**src/rtl/i2s_tx_serializer_pkg.sv**
```systemverilog
// Shared I2S audio definitions: Philips-format slot geometry reused by the TX, RX and ASRC blocks.
package i2s_tx_serializer_pkg;
  localparam int I2S_SLOT_WIDTH   = 32;
  localparam int I2S_SAMPLE_WIDTH = 24;
  localparam int I2S_WS_LEAD      = 1;
  localparam int I2S_BCK_HALF     = 2;

  // Word select for frame bit b: WS switches I2S_WS_LEAD bits ahead of each slot.
  function automatic logic i2s_ws(input int b, input int slot_w);
    return (b >= slot_w - I2S_WS_LEAD) && (b <= 2 * slot_w - 1 - I2S_WS_LEAD);
  endfunction
endpackage

```
**src/rtl/i2s_bck_gen.sv**
```systemverilog
// ASCLK divider: toggles the bit clock every BCK_HALF AMCLK cycles and flags the falling edge.
// fall_o is combinational and coincides with the AMCLK edge on which ASCLK drops.
module i2s_bck_gen #(
  parameter int BCK_HALF = 2
) (
  input  logic clk_i,
  input  logic rst_ni,
  output logic bck_o,
  output logic fall_o
);
  localparam int            DW       = (BCK_HALF > 1) ? $clog2(BCK_HALF) : 1;
  localparam logic [DW-1:0] DIV_LAST = DW'(BCK_HALF - 1);

  logic [DW-1:0] div_cnt_q, div_cnt_d;
  logic          bck_q, bck_d;
  logic          wrap;

  assign wrap   = (div_cnt_q == DIV_LAST);
  assign fall_o = wrap && bck_q;
  assign bck_o  = bck_q;

  always_comb begin
    div_cnt_d = div_cnt_q + 1'b1;
    bck_d     = bck_q;
    if (wrap) begin
      div_cnt_d = '0;
      bck_d     = ~bck_q;
    end
  end

  always_ff @(posedge clk_i or negedge rst_ni) begin
    if (!rst_ni) begin
      div_cnt_q <= '0;
      bck_q     <= 1'b0;
    end else begin
      div_cnt_q <= div_cnt_d;
      bck_q     <= bck_d;
    end
  end
endmodule

```
**src/rtl/i2s_tx_serializer.sv**
```systemverilog
// Stereo PCM to Philips I2S transmitter with a one-pair holding register; a pair accepted
// now goes out at the next frame start (<= 1 frame + 1 AMCLK), ready stays low while the holding is full.
module i2s_tx_serializer
  import i2s_tx_serializer_pkg::*;
#(
  parameter int SAMPLE_WIDTH = I2S_SAMPLE_WIDTH,
  parameter int SLOT_WIDTH   = I2S_SLOT_WIDTH,
  parameter int BCK_HALF     = I2S_BCK_HALF
) (
  input  logic                    AMCLK_i,
  input  logic                    nARST,
  input  logic [SAMPLE_WIDTH-1:0] sample_l_i,
  input  logic [SAMPLE_WIDTH-1:0] sample_r_i,
  input  logic                    sample_valid_i,
  output logic                    sample_ready_o,
  output logic                    ASCLK_o,
  output logic                    ALRCLK_o,
  output logic                    ASDATA_o,
  output logic                    frame_start_o,
  output logic                    underrun_o
);
  localparam int            FRAME_BITS = 2 * SLOT_WIDTH;
  localparam int            BW         = (FRAME_BITS > 1) ? $clog2(FRAME_BITS) : 1;
  localparam logic [BW-1:0] BIT_LAST   = BW'(FRAME_BITS - 1);

  logic                    fall, load, accept;
  logic [BW-1:0]           bit_cnt_q, bit_cnt_d, bit_nxt;
  logic [FRAME_BITS-1:0]   shift_q, shift_d, frame_word;
  logic [SAMPLE_WIDTH-1:0] hold_l_q, hold_l_d, hold_r_q, hold_r_d;
  logic                    hold_full_q, hold_full_d, ready_q;
  logic                    ws_q, ws_d, data_q, data_d, fs_q, ur_q;

  i2s_bck_gen #(.BCK_HALF(BCK_HALF)) u_bck_gen (
    .clk_i  (AMCLK_i),
    .rst_ni (nARST),
    .bck_o  (ASCLK_o),
    .fall_o (fall)
  );

  assign bit_nxt = (bit_cnt_q == BIT_LAST) ? '0 : bit_cnt_q + 1'b1;
  assign load    = fall && (bit_nxt == '0);
  assign accept  = sample_valid_i && ready_q;

  // Whole frame laid out MSB-first: left slot then right slot, each zero-padded at the tail.
  always_comb begin
    frame_word = '0;
    frame_word[FRAME_BITS-1 -: SAMPLE_WIDTH] = hold_full_q ? hold_l_q : '0;
    frame_word[SLOT_WIDTH-1 -: SAMPLE_WIDTH] = hold_full_q ? hold_r_q : '0;
  end

  always_comb begin
    bit_cnt_d   = bit_cnt_q;
    shift_d     = shift_q;
    ws_d        = ws_q;
    data_d      = data_q;
    hold_full_d = hold_full_q;
    hold_l_d    = hold_l_q;
    hold_r_d    = hold_r_q;
    if (fall) begin
      bit_cnt_d = bit_nxt;
      ws_d      = i2s_ws(int'(bit_nxt), SLOT_WIDTH);
      if (load) begin
        data_d      = frame_word[FRAME_BITS-1];
        shift_d     = frame_word << 1;
        hold_full_d = 1'b0;
      end else begin
        data_d  = shift_q[FRAME_BITS-1];
        shift_d = shift_q << 1;
      end
    end
    // Accept only happens with the holding empty, so it never races a load of valid data.
    if (accept) begin
      hold_full_d = 1'b1;
      hold_l_d    = sample_l_i;
      hold_r_d    = sample_r_i;
    end
  end

  always_ff @(posedge AMCLK_i or negedge nARST) begin
    if (!nARST) begin
      bit_cnt_q   <= BIT_LAST;
      shift_q     <= '0;
      hold_l_q    <= '0;
      hold_r_q    <= '0;
      hold_full_q <= 1'b0;
      ready_q     <= 1'b1;
      ws_q        <= 1'b0;
      data_q      <= 1'b0;
      fs_q        <= 1'b0;
      ur_q        <= 1'b0;
    end else begin
      bit_cnt_q   <= bit_cnt_d;
      shift_q     <= shift_d;
      hold_l_q    <= hold_l_d;
      hold_r_q    <= hold_r_d;
      hold_full_q <= hold_full_d;
      ready_q     <= ~hold_full_d;
      ws_q        <= ws_d;
      data_q      <= data_d;
      fs_q        <= load;
      ur_q        <= load && !hold_full_q;
    end
  end

  assign sample_ready_o = ready_q;
  assign ALRCLK_o       = ws_q;
  assign ASDATA_o       = data_q;
  assign frame_start_o  = fs_q;
  assign underrun_o     = ur_q;
endmodule

```
**config.mk**
```make
export PLATFORM = sky130hd
export DESIGN_NAME = i2s_tx_serializer
export DESIGN_NICKNAME = d
export VERILOG_FILES = /design/src/rtl/i2s_tx_serializer_pkg.sv /design/src/rtl/i2s_bck_gen.sv /design/src/rtl/i2s_tx_serializer.sv
export SDC_FILE = /design/constraint.sdc
export NUM_CORES = 1
export LEC_CHECK = 0
export CAP_MARGIN = 20
export CORE_ASPECT_RATIO = 0.8
export CORE_MARGIN = 1.5
export CORE_UTILIZATION = 55
export DETAILED_ROUTE_END_ITERATION = 8
export HOLD_SLACK_MARGIN = 0.15
export PLACE_DENSITY = 0.87
export SLEW_MARGIN = 20
export SYNTH_ARGS = -nofsm -noshare
export SYNTH_HDL_FRONTEND = slang
export SYNTH_SLANG_ARGS = --single-unit
```
**constraint.sdc**
```tcl
create_clock -name AMCLK_i -period 4.54 [get_ports AMCLK_i]
set_clock_uncertainty 0.2 [all_clocks]
set_input_delay 0.908 -clock AMCLK_i [delete_from_list [all_inputs] [get_ports AMCLK_i]]
set_output_delay 0.908 -clock AMCLK_i [all_outputs]
set_load 0.03 [all_outputs]
```
* Yosys cells after proc, flatten, opt, wreduce, memory -nomap -nowiden
Index checks and enable logic that the tools add are counted.
Widths: inputs -> output; s select.
** Storage, ports and cells
- Word-level logic and storage cells :: 35
- Input port bits :: 51
- Register bits :: 126
- Output and inout bits :: 6
** Cells by class
- Eq/ne operators :: 1
- Add/sub/neg operators :: 2
- Muxes and demuxes :: 9
- Order comparisons :: 2
- Reductions and logical operators :: 7
- Bitwise gates (word level) :: 2
** Operators by type and width (number)
- $mux 64 :: 1
- $mux 24 :: 2
- $add 6x1->6 const B :: 1
- $eq 6x6->1 const B :: 1
- $ge 6x5->1 const B :: 1
- $le 6x6->1 const B :: 1
- $logic_not 6->1 :: 1
- $mux 6 :: 1
- $logic_and 1x1->1 :: 5
- $mux 1 :: 5
- $not 1->1 :: 2
- $add 1x1->1 const B :: 1
- $logic_not 1->1 :: 1

* Depth between registers and ports, before layout
- Depth in word-level cells :: 8
- Depth in mapped cells :: 7
- Mapped depth without buffers :: 5

* Cells and area by module
Synthesis repeated with hierarchy kept, for this count alone.
** Unflattened totals
- Cell total of the unflattened synthesis :: 404
- Area total of the unflattened synthesis :: 5212.5 µm²
** Modules (own cells, without submodules)
- i2s_tx_serializer :: seq. area each 2886.5 µm², cells each 399, area an instance 5142.4 µm², instances 1
- i2s_bck_gen :: seq. area each 50.0 µm², cells each 5, area an instance 70.1 µm², instances 1

* Worst setup path before layout
No wires, ideal clock.
- Kind :: in2reg
- Start :: input port sample_valid_i
- End :: register hold_l_q[0]
- Library setup time :: 0.125 ns
- Cell stages on the path :: 3
- Required time :: 4.215 ns
- Data arrival time :: 1.720 ns
- Buffers on the path :: 1
- Path slack :: 2.495 ns
- Cells stage by stage :: nand2_1 -> buf_1 -> mux2_2
** Between the ends
- Word-level cells in the longest chain between the ends :: 1
** RTL lines
- start, declared :: RTL line i2s_tx_serializer.sv:14 : input logic sample_valid_i,
- $logic_and 1x1->1 :: RTL line i2s_tx_serializer.sv:42 : assign accept = sample_valid_i && ready_q;
- end signal, assigned :: RTL line i2s_tx_serializer.sv:94 : hold_l_q <= hold_l_d;
- end, declared :: RTL line i2s_tx_serializer.sv:29 : logic [SAMPLE_WIDTH-1:0] hold_l_q, hold_l_d, hold_r_q, hold_r_d;
Every way passes these cells.
A chain may end at the register's enable or synchronous reset.

* Final worst setup path
- Start :: register bit_cnt_q[1]
- End :: register shift_q[28]
** Between the ends
- Word-level cells in the longest chain between the ends :: 5
- Elaborated cells on any way between the ends :: 6
- Classes of those cells :: 1 x add/sub; 1 x eq/ne; 2 x mux; 2 x reduce/logical
** RTL lines
- start, declared :: RTL line i2s_tx_serializer.sv:27 : logic [BW-1:0] bit_cnt_q, bit_cnt_d, bit_nxt;
- start signal, assigned :: RTL line i2s_tx_serializer.sv:92 : bit_cnt_q <= bit_cnt_d;
- $add 6x1->6 / $eq 6x6->1 (equally long branches) :: RTL line i2s_tx_serializer.sv:40 : assign bit_nxt = (bit_cnt_q == BIT_LAST) ? '0 : bit_cnt_q + 1'b1;
- $mux 6 * :: RTL line i2s_tx_serializer.sv:40
- $logic_not 6->1 * :: RTL line i2s_tx_serializer.sv:41 : assign load = fall && (bit_nxt == '0);
- $logic_and 1x1->1 * :: RTL line i2s_tx_serializer.sv:41
- $mux 64 * :: RTL line i2s_tx_serializer.sv:62 : if (load) begin
- end signal, assigned :: RTL line i2s_tx_serializer.sv:93 : shift_q <= shift_d;
- end, declared :: RTL line i2s_tx_serializer.sv:28 : logic [FRAME_BITS-1:0] shift_q, shift_d, frame_word;
Every way passes the cells marked *; elsewhere a longest branch is shown, timed or not.

==> metrics.txt <==
Seq/Total Area, Yosys 58.5%; hold path endpoint ALRCLK_o; worst-case reg-to-reg path depth 6; crit path kind reg2reg; wire per inst around 17 um; Synth Warn # 0; mux cell area share after synthesis 10.8%; Syn Area/Cell 10.7 um^2; # clock sinks 117; Post-CTS Setup Repair Bufs 0; hold depth 2; final core occ a little under three quarters; hold path startpoint ALRCLK_o; top_reg_cell synth dfrtp_1; most frequent cells in the layout 110 x dfrtp_1, 70 x nand2_1, 55 x clkdlybuf4s50_1; Worst Tran Pin Value 1070 ps; final wirelength 11000 um; Core Rows 30; Final ANT Viol Nets 0; DRT Pass-1 Iters 6; initial antenna violation count 0; Initial Utilization between 50 and 60%; Clk pin slew, worst setup/hold paths 60 ps; via count roughly 3800; Rel. slew slack 28.5%; crit path max fanout 26; final setup violation count 0; port bufs 56; root buffer cell clkbuf_16; status finished, final reports clean; count of pins over their slew limit 0; Tmin final around 2900 ps; cts bufs inserted 17; cells after synthesis approximately 470; reg-to-reg setup timing slack 1660 ps; first-pass GRT wire length between 15000 and 20000 um; RSZ-0062 raised after global routing no; Placer Congestion 0.811; latest clock arrival within the worst-skew pair 420 ps; top cells by area, synth dfrtp_1 55%, mux2_2 11%, a31oi_1 5.9%, nand2_1 5.4%, a21oi_1 3.9%; Cell variety after synth 34; Critical Path AT around 3000 ps; CTS max path bufs 2; die width 110 um; Synth Register Bits 117; Worst Setup End Kind flip-flop; Boundary Pins 57; Total Neg Setup Slack 0 ps; Layout area overhead 23.4%; PostCTS Resize Cnt 0; leading cell type in the layout, fill and taps excluded dfrtp_1; asr flop ratio synth 100%; Synth Area in Compound Gates 12.6%; Yosys top cell area share a little over half; n_diodes 0; Final Hold Vio Count 0; Synth Area in Adders less than 1%; slowest stage cell, crit path o31ai_4; main combinational cell family by area after synthesis simple AND/OR/NAND/NOR gates; Post-Synth XOR/XNOR Area 0.698%; largest net degree at the start of global routing 72; Reg-to-Reg End shift_q[28]; Detailed Place HPWL 6230 um; P per Cell Area 398 nW/um^2; Syn Nets roughly 520; Critical Path RT between 4000 and 5000 ps; htree depth 4; Core ar. roughly 8700 um^2; CTS tree built; crit path cell chain ha_1 > nor4b_2 > o31ai_4 > buf_4 > nand2_1 > a21oi_1; Synth Cell Area 5020 um^2; P_leak 2.86 nW; DRC errors left 0; nets around 570; number of vias per cell about 6; die height 88.5 um; f_max about 350 MHz; die area just under 10000 um^2; fin crit share 63.4%; share of cells above drive strength 1 19.4%; Hold Buf Count CTS 0; CP max stage delay 800 ps; Hold Path Class reg2reg; number of enable flip-flop cells after synthesis 0; Starting DRT DRC Count ~340; Simple-Gate Fraction of Synth Area 12.6%; max_cap viols 0; gr usage total about 25%; global route total overflow 0; vias in the first global route 3662; post-synth top area cell dfrtp_1; FILL cells 583; Worst Setup Start Kind flip-flop; maximum vdd drop 0.426 mV; reg2reg start bit_cnt_q[1]; final hold slack 280 ps
per-layer routing:
| metal | GRT usage [%] | up-vias | part of all wire (%) |
|---|---|---|---|
| met5 | 0 | - | 0 |
| li1 | - | 1721 | - |
| met1 | 29.7 | 1875 | 41 |
| met4 | 10.7 | 0 | 2.3 |
| met2 | 40.8 | 163 | 50 |
| met3 | 7.66 | 28 | 6.0 |
cell type report:
type                            count  area [um^2]  share of cell area, %
Timing Repair Buffer               61          596                   9.61
Clock inverter                     15          183                   2.95
Inverter                            3         11.3                  0.182
Multi-Input combinational cell    312         1900                   30.7
Clock buffer                       17          425                   6.87
Tap cell                          112          140                   2.26
Sequential cell                   117         2940                   47.4
metrics by stage:
| stage | power (W) | area, um^2 | instances | setup slack (ps) |
|---|---|---|---|---|
| 6_report | 0.00247 | 6190 | 637 | 1660 |
| 3_3_place_gp | 0.00113 | 5580 | 605 | 1650 |
| 4_1_cts | 0.00248 | 6190 | 637 | 1640 |
| 2_1_floorplan | 0.00106 | 5020 | 468 | 2500 |
| 5_1_grt | 0.00254 | 6190 | 637 | 1430 |
| 3_5_place_dp | 0.00113 | 5580 | 605 | 1560 |
worst max-delay path by stage:
stage / depth (start not counted) / from / end
floorplan: 3 / sample_valid_i / hold_l_q[0]
global placement: 3 / sample_valid_i / hold_r_q[4]
detailed placement: 3 / sample_valid_i / hold_l_q[9]
CTS: 6 / bit_cnt_q[1] / shift_q[28]
global route: 6 / bit_cnt_q[1] / shift_q[46]
finish: 6 / bit_cnt_q[1] / shift_q[28]
report_power, final:
| part | switching (W) | internal [W] |
|---|---|---|
| Sequential | 0 | 0.00104 |
| Combinational | 0.0000264 | 0.0000385 |
| Clock | 0.000494 | 0.000864 |
| Total | 0.000521 | 0.00195 |
logic make-up after synthesis:
group / after synthesis
AO/OA/AOI/OAI: 108
XOR/XNOR: 4
adder cells (fa/ha/maj): 4
buffers and inverters: 39
flip-flops: 117
multiplexers: 48
AND/OR/NAND/NOR: 148
flip-flops by register name, summed over array words and instances (netlist names), 6 cells and up:
register,cells
shift_q,55
bit_cnt_q,6
hold_l_q,24
hold_r_q,24
synthesized netlist by cell type (3+ instances only):
cell type  instances
clkbuf_1          20
dfstp_2            7
a21oi_1           39
inv_1              3
nor2_1            50
dfrtp_1          110
nand2_1           72
buf_6              6
and2_1             3
a31oi_1           47
o21ai_1           10
mux2_2            48
o21ai_0            6
ha_1               4
nand3_1           11
buf_1              8
xnor2_1            3
critical path: cells and delay by family (launching register included):
| kind | cells | cell delay, ps |
|---|---|---|
| flip-flops | 1 | 600 |
| buffers and inverters | 1 | 420 |
| AND/OR/NAND/NOR | 2 | 220 |
| AO/OA/AOI/OAI | 2 | 1000 |
| adder cells (fa/ha/maj) | 1 | 340 |
Power figures use the tool's default switching activity.
